## config.mk

```make
export PLATFORM = sky130hd
export DESIGN_NAME = spm_scrubber
export DESIGN_NICKNAME = d
export VERILOG_FILES = /design/src/rtl/spm_scrubber_pkg.sv /design/src/rtl/spm_scrubber_chk.sv /design/src/rtl/spm_scrubber_tag_fifo.sv /design/src/rtl/spm_scrubber.sv
export SDC_FILE = /design/constraint.sdc
export NUM_CORES = 1
export LEC_CHECK = 0
export CORE_MARGIN = 5
export CORE_UTILIZATION = 43
export CTS_BUF_LIST = sky130_fd_sc_hd__clkbuf_4 sky130_fd_sc_hd__clkbuf_8
export CTS_CLUSTER_DIAMETER = 200
export CTS_CLUSTER_SIZE = 20
export DETAILED_ROUTE_END_ITERATION = 7
export PLACE_DENSITY = 0.85
export SLEW_MARGIN = 0
export SYNTH_ARGS = -nofsm -noshare
export SYNTH_HDL_FRONTEND = slang
export SYNTH_SLANG_ARGS = --single-unit
```

## constraint.sdc

```tcl
create_clock -name clk_i -period 2.2 [get_ports clk_i]
set_clock_uncertainty 0.1 [all_clocks]
set_input_delay 0.44 -clock clk_i [delete_from_list [all_inputs] [get_ports clk_i]]
set_output_delay 0.44 -clock clk_i [all_outputs]
set_load 0.005 [all_outputs]
```

## src/rtl/spm_scrubber_pkg.sv

```systemverilog
// Shared types and constants for the SPM background ECC scrubber.
package spm_scrubber_pkg;

   typedef enum logic [2:0] {
      ST_IDLE    = 3'd0,
      ST_PEND    = 3'd1,
      ST_WAIT_RD = 3'd2,
      ST_WB      = 3'd3,
      ST_WAIT_WR = 3'd4,
      ST_ADV     = 3'd5
   } scrub_state_e;

   // Consecutive user-blocked cycles in PEND before the scrub read is forced.
   localparam int unsigned ForceThreshold = 16;
   localparam int unsigned ForceCntWidth  = $clog2(ForceThreshold + 1);

endpackage

```

## src/rtl/spm_scrubber_chk.sv

```systemverilog
// Protocol checks for the scrubber: every SPM response must match an outstanding request.
module spm_scrubber_chk (
   input logic clk_i,
   input logic rst_ni,
   input logic pop_i,
   input logic empty_i
);

   // A response with no tracked request means the SPM broke the one-response-per-request rule.
   assert property (@(posedge clk_i) disable iff (!rst_ni) !(pop_i && empty_i))
      else $error("spm_scrubber: response received with no outstanding request");

endmodule

```

## src/rtl/spm_scrubber_tag_fifo.sv

```systemverilog
// In-order tag FIFO remembering whether each outstanding SPM request came from the scrubber.
module spm_scrubber_tag_fifo #(
   parameter int unsigned Depth = 4
) (
   input  logic clk_i,
   input  logic rst_ni,
   input  logic push_i,
   input  logic data_i,
   input  logic pop_i,
   output logic data_o,
   output logic full_o,
   output logic empty_o
);
   localparam int unsigned PtrWidth = (Depth > 1) ? $clog2(Depth) : 1;

   logic [Depth-1:0]    mem_q;
   logic [PtrWidth-1:0] wr_ptr_q;
   logic [PtrWidth-1:0] rd_ptr_q;
   logic [PtrWidth:0]   cnt_q;
   logic                do_push_s;
   logic                do_pop_s;

   assign full_o    = (cnt_q == (PtrWidth + 1)'(Depth));
   assign empty_o   = (cnt_q == '0);
   assign data_o    = mem_q[rd_ptr_q];
   assign do_push_s = push_i & ~full_o;
   assign do_pop_s  = pop_i & ~empty_o;

   // Storage, pointers and occupancy; pointers wrap naturally since Depth is a power of two.
   always_ff @(posedge clk_i or negedge rst_ni) begin
      if (!rst_ni) begin
         mem_q    <= '0;
         wr_ptr_q <= '0;
         rd_ptr_q <= '0;
         cnt_q    <= '0;
      end else begin
         if (do_push_s) begin
            mem_q[wr_ptr_q] <= data_i;
            wr_ptr_q        <= wr_ptr_q + PtrWidth'(1);
         end
         if (do_pop_s) begin
            rd_ptr_q <= rd_ptr_q + PtrWidth'(1);
         end
         if (do_push_s && !do_pop_s) begin
            cnt_q <= cnt_q + (PtrWidth + 1)'(1);
         end else if (!do_push_s && do_pop_s) begin
            cnt_q <= cnt_q - (PtrWidth + 1)'(1);
         end
      end
   end

endmodule

```

## src/rtl/spm_scrubber.sv

```systemverilog
// Background ECC scrubber and user/scrub request arbiter in front of a single-port SPM.
module spm_scrubber
   import spm_scrubber_pkg::*;
#(
   parameter int unsigned NumWords       = 512,
   parameter int unsigned DataWidth      = 32,
   parameter int unsigned ByteWidth      = 8,
   parameter int unsigned ScrubInterval  = 1024,
   parameter int unsigned MaxOutstanding = 4,
   parameter int unsigned CntWidth       = 16,
   parameter int unsigned AddrWidth      = (NumWords > 1) ? $clog2(NumWords) : 1,
   parameter int unsigned BeWidth        = (DataWidth + ByteWidth - 1) / ByteWidth
) (
   input  logic                 clk_i,
   input  logic                 rst_ni,
   input  logic                 usr_valid_i,
   output logic                 usr_ready_o,
   input  logic                 usr_we_i,
   input  logic [AddrWidth-1:0] usr_addr_i,
   input  logic [DataWidth-1:0] usr_wdata_i,
   input  logic [BeWidth-1:0]   usr_be_i,
   output logic                 usr_rvalid_o,
   output logic [DataWidth-1:0] usr_rdata_o,
   output logic [1:0]           usr_rerror_o,
   output logic                 mem_valid_o,
   input  logic                 mem_ready_i,
   output logic                 mem_we_o,
   output logic [AddrWidth-1:0] mem_addr_o,
   output logic [DataWidth-1:0] mem_wdata_o,
   output logic [BeWidth-1:0]   mem_be_o,
   input  logic                 mem_rvalid_i,
   input  logic [DataWidth-1:0] mem_rdata_i,
   input  logic [1:0]           mem_rerror_i,
   input  logic                 scrub_en_i,
   output logic                 sweep_done_o,
   output logic [CntWidth-1:0]  corr_cnt_o,
   output logic [CntWidth-1:0]  uncorr_cnt_o,
   output logic [AddrWidth-1:0] uncorr_addr_o,
   input  logic                 cnt_clr_i
);
   localparam int unsigned          IntWidth = (ScrubInterval > 1) ? $clog2(ScrubInterval) : 1;
   localparam logic [IntWidth-1:0]  IntLast  = IntWidth'(ScrubInterval - 1);
   localparam logic [AddrWidth-1:0] PtrLast  = AddrWidth'(NumWords - 1);

   scrub_state_e             state_q;
   logic [AddrWidth-1:0]     ptr_q;
   logic [IntWidth-1:0]      int_cnt_q;
   logic [ForceCntWidth-1:0] blk_cnt_q;
   logic [DataWidth-1:0]     wb_data_q;
   logic [CntWidth-1:0]      corr_cnt_q, corr_cnt_d;
   logic [CntWidth-1:0]      uncorr_cnt_q, uncorr_cnt_d;
   logic [AddrWidth-1:0]     uncorr_addr_q;
   logic                     sweep_done_q;

   logic fifo_full_s, fifo_empty_s, tag_is_scrub_s;
   logic push_s, forced_s, user_grant_s, scrub_req_s;
   logic scrub_rsp_s, user_rsp_s, corr_inc_s, uncorr_inc_s;

   function automatic logic [CntWidth-1:0] sat_inc(input logic [CntWidth-1:0] v);
      return (v == '1) ? v : v + CntWidth'(1);
   endfunction

   assign forced_s     = (state_q == ST_PEND) && (blk_cnt_q == ForceCntWidth'(ForceThreshold));
   assign push_s       = mem_valid_o & mem_ready_i;
   assign scrub_rsp_s  = mem_rvalid_i & ~fifo_empty_s & tag_is_scrub_s;
   assign user_rsp_s   = mem_rvalid_i & ~fifo_empty_s & ~tag_is_scrub_s;
   assign corr_inc_s   = (state_q == ST_WB) & push_s;
   assign uncorr_inc_s = (state_q == ST_WAIT_RD) & scrub_rsp_s & mem_rerror_i[1];

   // Port ownership: user may issue only in IDLE/PEND and never once the scrub read is forced.
   always_comb begin
      user_grant_s = ~fifo_full_s & ((state_q == ST_IDLE) | ((state_q == ST_PEND) & ~forced_s));
      scrub_req_s  = 1'b0;
      if (fifo_full_s) begin
         scrub_req_s = 1'b0;
      end else if (state_q == ST_PEND) begin
         scrub_req_s = ~usr_valid_i | forced_s;
      end else if (state_q == ST_WB) begin
         scrub_req_s = 1'b1;
      end else begin
         scrub_req_s = 1'b0;
      end
   end

   // Combinational request mux towards the SPM.
   always_comb begin
      mem_valid_o = 1'b0;
      mem_we_o    = 1'b0;
      mem_addr_o  = '0;
      mem_wdata_o = '0;
      mem_be_o    = '0;
      if (scrub_req_s) begin
         mem_valid_o = 1'b1;
         mem_we_o    = (state_q == ST_WB);
         mem_addr_o  = ptr_q;
         mem_wdata_o = (state_q == ST_WB) ? wb_data_q : '0;
         mem_be_o    = '1;
      end else begin
         mem_valid_o = usr_valid_i & user_grant_s;
         mem_we_o    = usr_we_i;
         mem_addr_o  = usr_addr_i;
         mem_wdata_o = usr_wdata_i;
         mem_be_o    = usr_be_i;
      end
   end

   assign usr_ready_o   = mem_ready_i & user_grant_s;
   assign usr_rvalid_o  = user_rsp_s;
   assign usr_rdata_o   = user_rsp_s ? mem_rdata_i : '0;
   assign usr_rerror_o  = user_rsp_s ? mem_rerror_i : 2'b00;
   assign sweep_done_o  = sweep_done_q;
   assign corr_cnt_o    = corr_cnt_q;
   assign uncorr_cnt_o  = uncorr_cnt_q;
   assign uncorr_addr_o = uncorr_addr_q;

   // Saturating event counters; a clear wins over a coincident increment.
   always_comb begin
      corr_cnt_d   = corr_cnt_q;
      uncorr_cnt_d = uncorr_cnt_q;
      if (cnt_clr_i) begin
         corr_cnt_d   = '0;
         uncorr_cnt_d = '0;
      end else begin
         corr_cnt_d   = corr_inc_s ? sat_inc(corr_cnt_q) : corr_cnt_q;
         uncorr_cnt_d = uncorr_inc_s ? sat_inc(uncorr_cnt_q) : uncorr_cnt_q;
      end
   end

   // Scrub sequencer with its pointer, interval timer, writeback buffer and status registers.
   always_ff @(posedge clk_i or negedge rst_ni) begin
      if (!rst_ni) begin
         state_q       <= ST_IDLE;
         ptr_q         <= '0;
         int_cnt_q     <= '0;
         blk_cnt_q     <= '0;
         wb_data_q     <= '0;
         corr_cnt_q    <= '0;
         uncorr_cnt_q  <= '0;
         uncorr_addr_q <= '0;
         sweep_done_q  <= 1'b0;
      end else begin
         corr_cnt_q   <= corr_cnt_d;
         uncorr_cnt_q <= uncorr_cnt_d;
         sweep_done_q <= 1'b0;
         case (state_q)
            ST_IDLE: begin
               if (scrub_en_i) begin
                  if (int_cnt_q == IntLast) state_q <= ST_PEND;
                  else int_cnt_q <= int_cnt_q + IntWidth'(1);
               end
            end
            ST_PEND: begin
               if (push_s && scrub_req_s) begin
                  blk_cnt_q <= '0;
                  state_q   <= ST_WAIT_RD;
               end else if (!forced_s) begin
                  blk_cnt_q <= usr_valid_i ? blk_cnt_q + ForceCntWidth'(1) : '0;
               end
            end
            ST_WAIT_RD: begin
               if (scrub_rsp_s) begin
                  if (mem_rerror_i[1]) begin
                     uncorr_addr_q <= ptr_q;
                     state_q       <= ST_ADV;
                  end else if (mem_rerror_i[0]) begin
                     wb_data_q <= mem_rdata_i;
                     state_q   <= ST_WB;
                  end else begin
                     state_q <= ST_ADV;
                  end
               end
            end
            ST_WB: begin
               if (push_s) state_q <= ST_WAIT_WR;
            end
            ST_WAIT_WR: begin
               if (scrub_rsp_s) state_q <= ST_ADV;
            end
            ST_ADV: begin
               int_cnt_q <= '0;
               state_q   <= ST_IDLE;
               if (ptr_q == PtrLast) begin
                  ptr_q        <= '0;
                  sweep_done_q <= 1'b1;
               end else begin
                  ptr_q <= ptr_q + AddrWidth'(1);
               end
            end
            default: state_q <= ST_IDLE;
         endcase
      end
   end

   spm_scrubber_tag_fifo #(
      .Depth (MaxOutstanding)
   ) u_tag_fifo (
      .clk_i   (clk_i),
      .rst_ni  (rst_ni),
      .push_i  (push_s),
      .data_i  (scrub_req_s),
      .pop_i   (mem_rvalid_i),
      .data_o  (tag_is_scrub_s),
      .full_o  (fifo_full_s),
      .empty_o (fifo_empty_s)
   );

   spm_scrubber_chk u_chk (
      .clk_i   (clk_i),
      .rst_ni  (rst_ni),
      .pop_i   (mem_rvalid_i),
      .empty_i (fifo_empty_s)
   );

endmodule

```

* After elaboration in Yosys (flattened, before gate mapping) *
Cells that the tools add are included.

operators by class
  $add $sub $neg = 9
  $lt $le $gt $ge = 3
  equal/unequal tests = 21
  muxes and demuxes = 42
  bitwise gates (word level) = 20
  reductions and logical operators = 20

operators with widths
  cell                                                                   count
  16-bit 2-to-1 mux                                                      6
  32-bit 2-to-1 mux                                                      3
  16-bit by 1-bit adder with 16-bit output (second input constant)       2
  16-bit == test (second input constant)                                 2
  3-bit 2-to-1 mux                                                       10
  10-bit 2-to-1 mux                                                      2
  10-bit one-hot mux with 2 select lines                                 1
  9-bit 2-to-1 mux                                                       2
  5-bit 2-to-1 mux                                                       3
  3-bit one-hot mux with 5 select lines                                  1
  2-bit != test (second input constant)                                  7
  1-bit AND                                                              12
  10-bit by 1-bit adder with 10-bit output (second input constant)       1
  10-bit == test (second input constant)                                 1
  9-bit by 1-bit adder with 9-bit output (second input constant)         1
  3-bit == test (second input constant)                                  3
  9-bit == test (second input constant)                                  1
  1-bit 2-to-1 mux                                                       9
  2-bit nonzero test                                                     4
  3-bit by 2-bit == test with 1-bit output (second input constant)       2
  3-bit zero test                                                        2
  2-bit by 3-bit < comparator with 1-bit output (second input constant)  2
  2-bit by 1-bit != test with 1-bit output (second input constant)       3
  1-bit NOT                                                              6
  19 further kinds                                                       29

storage, ports and cells
  flip-flop bits (word level) = 112
  output and inout bits = 125

* Longest topological paths before layout *
  word-level depth = 14
  depth in mapped cells = 10

* Modules after synthesis *
From an unflattened synthesis, not the netlist that was laid out.

unflattened totals
  cells, all modules = 616
  area total of the unflattened synthesis = 6,208.5 um^2

by module, submodules not included
  module                 instances  cells an instance  area an instance (um^2)  sequential area each (um^2)
  spm_scrubber           1          563                5,605.4                  2,527.4
  spm_scrubber_tag_fifo  1          53                 603.1                    275.3

* Least setup slack after synthesis *
No wires, ideal clock.

  path kind = register to output
  start = reg blk_cnt_q[0]
  end = out mem_wdata_o[20]
  data arrival time = 1,860 ps
  data required time = 1,660 ps
  path slack = -200 ps
  cell stages (with the launch flop) = 10
  path buffers = 2
  cells stage by stage = dfrtp_1 > inv_1 > ha_1 > nor4bb_1 > nand2b_1 > nand3_1 > clkbuf_1 > buf_1 > nand2_1 > o21ai_0

on the way
  word-level cells in the longest chain between the ends = 6

RTL lines
  element                   line                 text
  start: declaration        spm_scrubber.sv:48   logic [ForceCntWidth-1:0] blk_cnt_q;
  start signal: assignment  spm_scrubber.sv:157  blk_cnt_q <= usr_valid_i ? blk_cnt_q + ForceCntWidth'(1) : '0;
  5-bit == test             spm_scrubber.sv:63   assign forced_s = (state_q == ST_PEND) && (blk_cnt_q == ForceCntWidth'(ForceThreshold));
  1-bit logical AND         spm_scrubber.sv:63
  1-bit bitwise OR          spm_scrubber.sv:77   scrub_req_s = ~usr_valid_i | forced_s;
  1-bit 2-to-1 mux          spm_scrubber.sv:76   end else if (state_q == ST_PEND) begin
  1-bit 2-to-1 mux          spm_scrubber.sv:74   if (fifo_full_s) begin
  32-bit 2-to-1 mux         spm_scrubber.sv:92   if (scrub_req_s) begin
  end: declaration          spm_scrubber.sv:29   output logic [DataWidth-1:0] mem_wdata_o,

No other way between the ends.

* Worst setup path after layout *
  start = reg blk_cnt_q[0]
  end = out mem_we_o

on the way
  word-level cells in the longest chain between the ends = 6

RTL lines
  element            line                text
  5-bit == test      spm_scrubber.sv:63
  1-bit logical AND  spm_scrubber.sv:63
  1-bit bitwise OR   spm_scrubber.sv:77
  1-bit 2-to-1 mux   spm_scrubber.sv:76
  1-bit 2-to-1 mux   spm_scrubber.sv:74
  1-bit 2-to-1 mux   spm_scrubber.sv:92
  end: declaration   spm_scrubber.sv:27  output logic mem_we_o,

No other way between the ends.

==> results summary <==
The flow ran to the end, but the final reports show violations. The final reports fail on negative setup slack. The hold violation count in the final report is 0. The ratio of cells with drive above 1 in the final layout came out at 42.1%.

The count of unresolved DRC violations after routing is 0. The mean cell area of the mapped netlist is 9.45 µm². The clock-pin slew on the worst setup and hold paths came out at 0.11 ns.

The initial antenna violation count is 0. The most instantiated flip-flop cell in the synthesis netlist is dfrtp_1. The number of DRC markers in iteration 0 is 494. The number of different library cells used by synthesis comes to 56. From synthesis to final layout, the design area changed by 68.0%. Data arrives at the worst endpoint at 2.24 ns. The number of top-level design ports is 212.

The finished layout holds 1182 standard cells, fillers aside. The number of enable-type register cells in the synthesized netlist came out at 0. The detailed-route via count is 6472. Using the TritonRoute via totals, the vias-per-cell ratio works out to 5.48. The count of state elements after synthesis is 112. The critical setup path kind is flip-flop to output port. Along the worst path, the maximum fanout reaches 5. The start point of the critical path is blk_cnt_q[0]. STA puts the critical path data required time at 1.66 ns. In this run the tool buffered the top-level ports with 211 buffer cells. The clock sink count came out at 112. The final period utilization came out at 126%. The maximum operating frequency came out at 360 MHz. The register-to-register path setup slack came out at -0.30 ns. The clock passes through at most 2 buffers. After synthesis the cells add up to 0.00634 mm².

The first-pass iteration count of the detailed router is 5. The number of antenna cells inserted came out at 0. The power per standard cell area is 515 mW/mm². The number of synthesis warnings is 0. Global routing finished with a remaining overflow of 0. The headroom to the max-slew limit is 66.2%.

The area enclosed by the die boundary came out at 0.0173 mm². Max-cap violations in this run came to 0. The worst hold path belongs to the class input port to async pin. The clock root buffer master is clkbuf_8.

The final estimated routing congestion in global placement is 0.854. The startpoint kind of the worst setup timing path is a flip-flop. At the pin with the least slew margin, the transition time is 0.495 ns.

In this run the core area contains 44 standard-cell rows. The number of nets in the synthesized netlist came out at 771. The count of filler cells inserted in the layout came out at 889.

The first-pass GRT wire length is 33900 µm. Entering global routing, the biggest net connects 72 pins. The pre-CTS worst setup slack is -0.716 ns. The number of levels the H-tree was split into is 3. The final net count is 1093. The setup slack of the critical path after layout is -0.581 ns.

The remaining number of nets flagged by the antenna check after routing is 0. TritonCTS built the clock tree. The wire-length estimate of the detail-placed layout is 13400 µm. The minimum hold slack came out at 0.288 ns.

The worst register-to-register path ends at u_tag_fifo.cnt_q[1]. IR analysis of the VDD net gives a maximum drop of 348 µV. The fraction of synthesis flops using an asynchronous set or reset pin came out at 100%. The aggregate negative setup slack came out at -39.09 ns. The total leakage power came out at 0.00493 µW. The final routed wirelength across all metal layers is 23100 µm. After technology mapping, the gate count stands at 671. The number of max-slew violations in the final report was 0. The number of cells on the worst reg-to-reg path is 11. Once layout is complete, the utilization of the core stands at 73.5%. The later pin in the worst-skew pair is clocked with a latency of 0.38 ns. The total setup violations reported at the end of the flow is 116. The number of cells in the design after placement came out at 1110. The average routed wire per standard cell came out at 19.5 µm. The height of the chip is 131 µm. The smallest clock period supported by the final layout is computed as 2.78 ns. Setup repair after global routing could not meet its margin everywhere. Buffers inserted during clock tree synthesis total 9.

The initial standard-cell utilization of the core came out at 43.8%. The core area is 0.0145 mm². The via count of the first global-routing pass is 6274. The total track usage is 23.8%. The startpoint identified for the worst register-to-register timing path is u_tag_fifo.cnt_q[1]. The share of the Yosys chip area taken by registers is 44.2%.

The endpoint kind of the worst setup timing path is an output port. The die width is 131 µm.
## power breakdown
group | total, µW | internal, µW | switching [µW] | leakage (µW)
logic | 1810 | 1090 | 722 | 0.00329
clock network | 1410 | 654 | 753 | 0.000110
registers | 2270 | 2170 | 95.5 | 0.00153
## cell families (layout without fill, tap and decap cells)
logic type,after synthesis,count (layout),synth area share (%)
simple gates,319,320,24.8
buf+inv,46,372,3.71
xor+xnor,33,33,4.56
mux,50,50,10.8
fa+ha+maj,13,13,2.68
flops,112,112,44.2
compound gates,98,98,9.22
## flip-flops by register name (all words and copies together) (netlist names)
signal               flops
u_tag_fifo.mem_q         4
corr_cnt_o              16
state_q                  3
int_cnt_q               10
ptr_q                    9
u_tag_fifo.rd_ptr_q      2
wb_data_q               32
u_tag_fifo.wr_ptr_q      2
sweep_done_o             1
uncorr_cnt_o            16
u_tag_fifo.cnt_q         3
uncorr_addr_o            9
blk_cnt_q                5
## through the flow
| step | instance area [µm²] | total power (µW) |
|---|---|---|
| CTS | 10200 | 5380 |
| global route | 10600 | 5730 |
| global placement | 9160 | 3540 |
| floorplan | 6360 | 2770 |
| detailed placement | 9160 | 3580 |
| finish | 10600 | 5490 |
## layout by cell type (no fill, tap or decap), drive strengths merged, types with 18 or more instances in the layout
cell	count
and2	37
buf	212
clkdlybuf4s50	125
dfrtp	112
mux2	47
nand2	133
nand3	18
nor2	48
o21ai	55
xnor2	23
## worst max path at each step
stage	end	cells after the start	slack, ns
detailed placement	mem_addr_o[5]	8	-0.72
floorplan	mem_wdata_o[20]	9	-0.05
global placement	mem_we_o	7	-0.66
global route	mem_wdata_o[8]	10	-0.70
finish	mem_we_o	9	-0.58
CTS	mem_we_o	9	-0.62
## final cells by class
class	instances	area, µm²	area share (%)
Sequential cell	112	2800	26.3
Multi-Input combinational cell	514	3900	36.6
Inverter	15	56.3	0.529
Clock buffer	9	124	1.16
Timing Repair Buffer	341	3430	32.2
Clock inverter	7	103	0.963
Tap cell	184	230	2.16
## cells in the mapped netlist (7+ instances only)
master	count	area, µm²
and3_1	9	56.3
nand2_1	132	495
o21ai_0	55	275
xnor2_1	23	201
nand2b_1	9	56.3
and2_1	37	231
nor2_1	48	180
dfrtp_1	112	2800
ha_1	12	150
mux2_2	17	191
clkbuf_1	20	75.1
mux2_4	30	450
nand3_1	18	90.1
nand4_1	9	56.3
xor2_1	10	87.6
nor3_1	8	40.0
inv_1	15	56.3
a21oi_1	13	65.1
nor4_1	7	43.8
## worst max-delay path, cell delays in order (launching register included)
cell,delay (ns)
dfrtp_1,0.41
inv_2,0.08
ha_4,0.13
nor4bb_4,0.22
nand2b_4,0.19
nand3_4,0.09
buf_12,0.16
buf_16,0.14
mux2_4,0.31
buf_6,0.12
## timing repair
item | in CTS | in global routing
resized for setup | 496 | 143
hold buffers | 1 | 0
buffers inserted | 37 | 19
hold endpoints to repair | 42 | 0
setup endpoints to repair | 128 | 148
pin swaps | 62 | 36
gates cloned | 15 | 1
## metal layers
metal / routed length [µm] / part of all wire (%) / vias to the layer above / global-route usage, %
met2: 12200 / 53 / 252 / 42.8
li1: - / - / 2975 / -
met5: 0 / 0 / - / 0
met4: 561 / 2.4 / 0 / 8.29
met1: 9170 / 40 / 3202 / 28.7
met3: 1140 / 4.9 / 43 / 4.09
(Power assumes the default switching activity.)
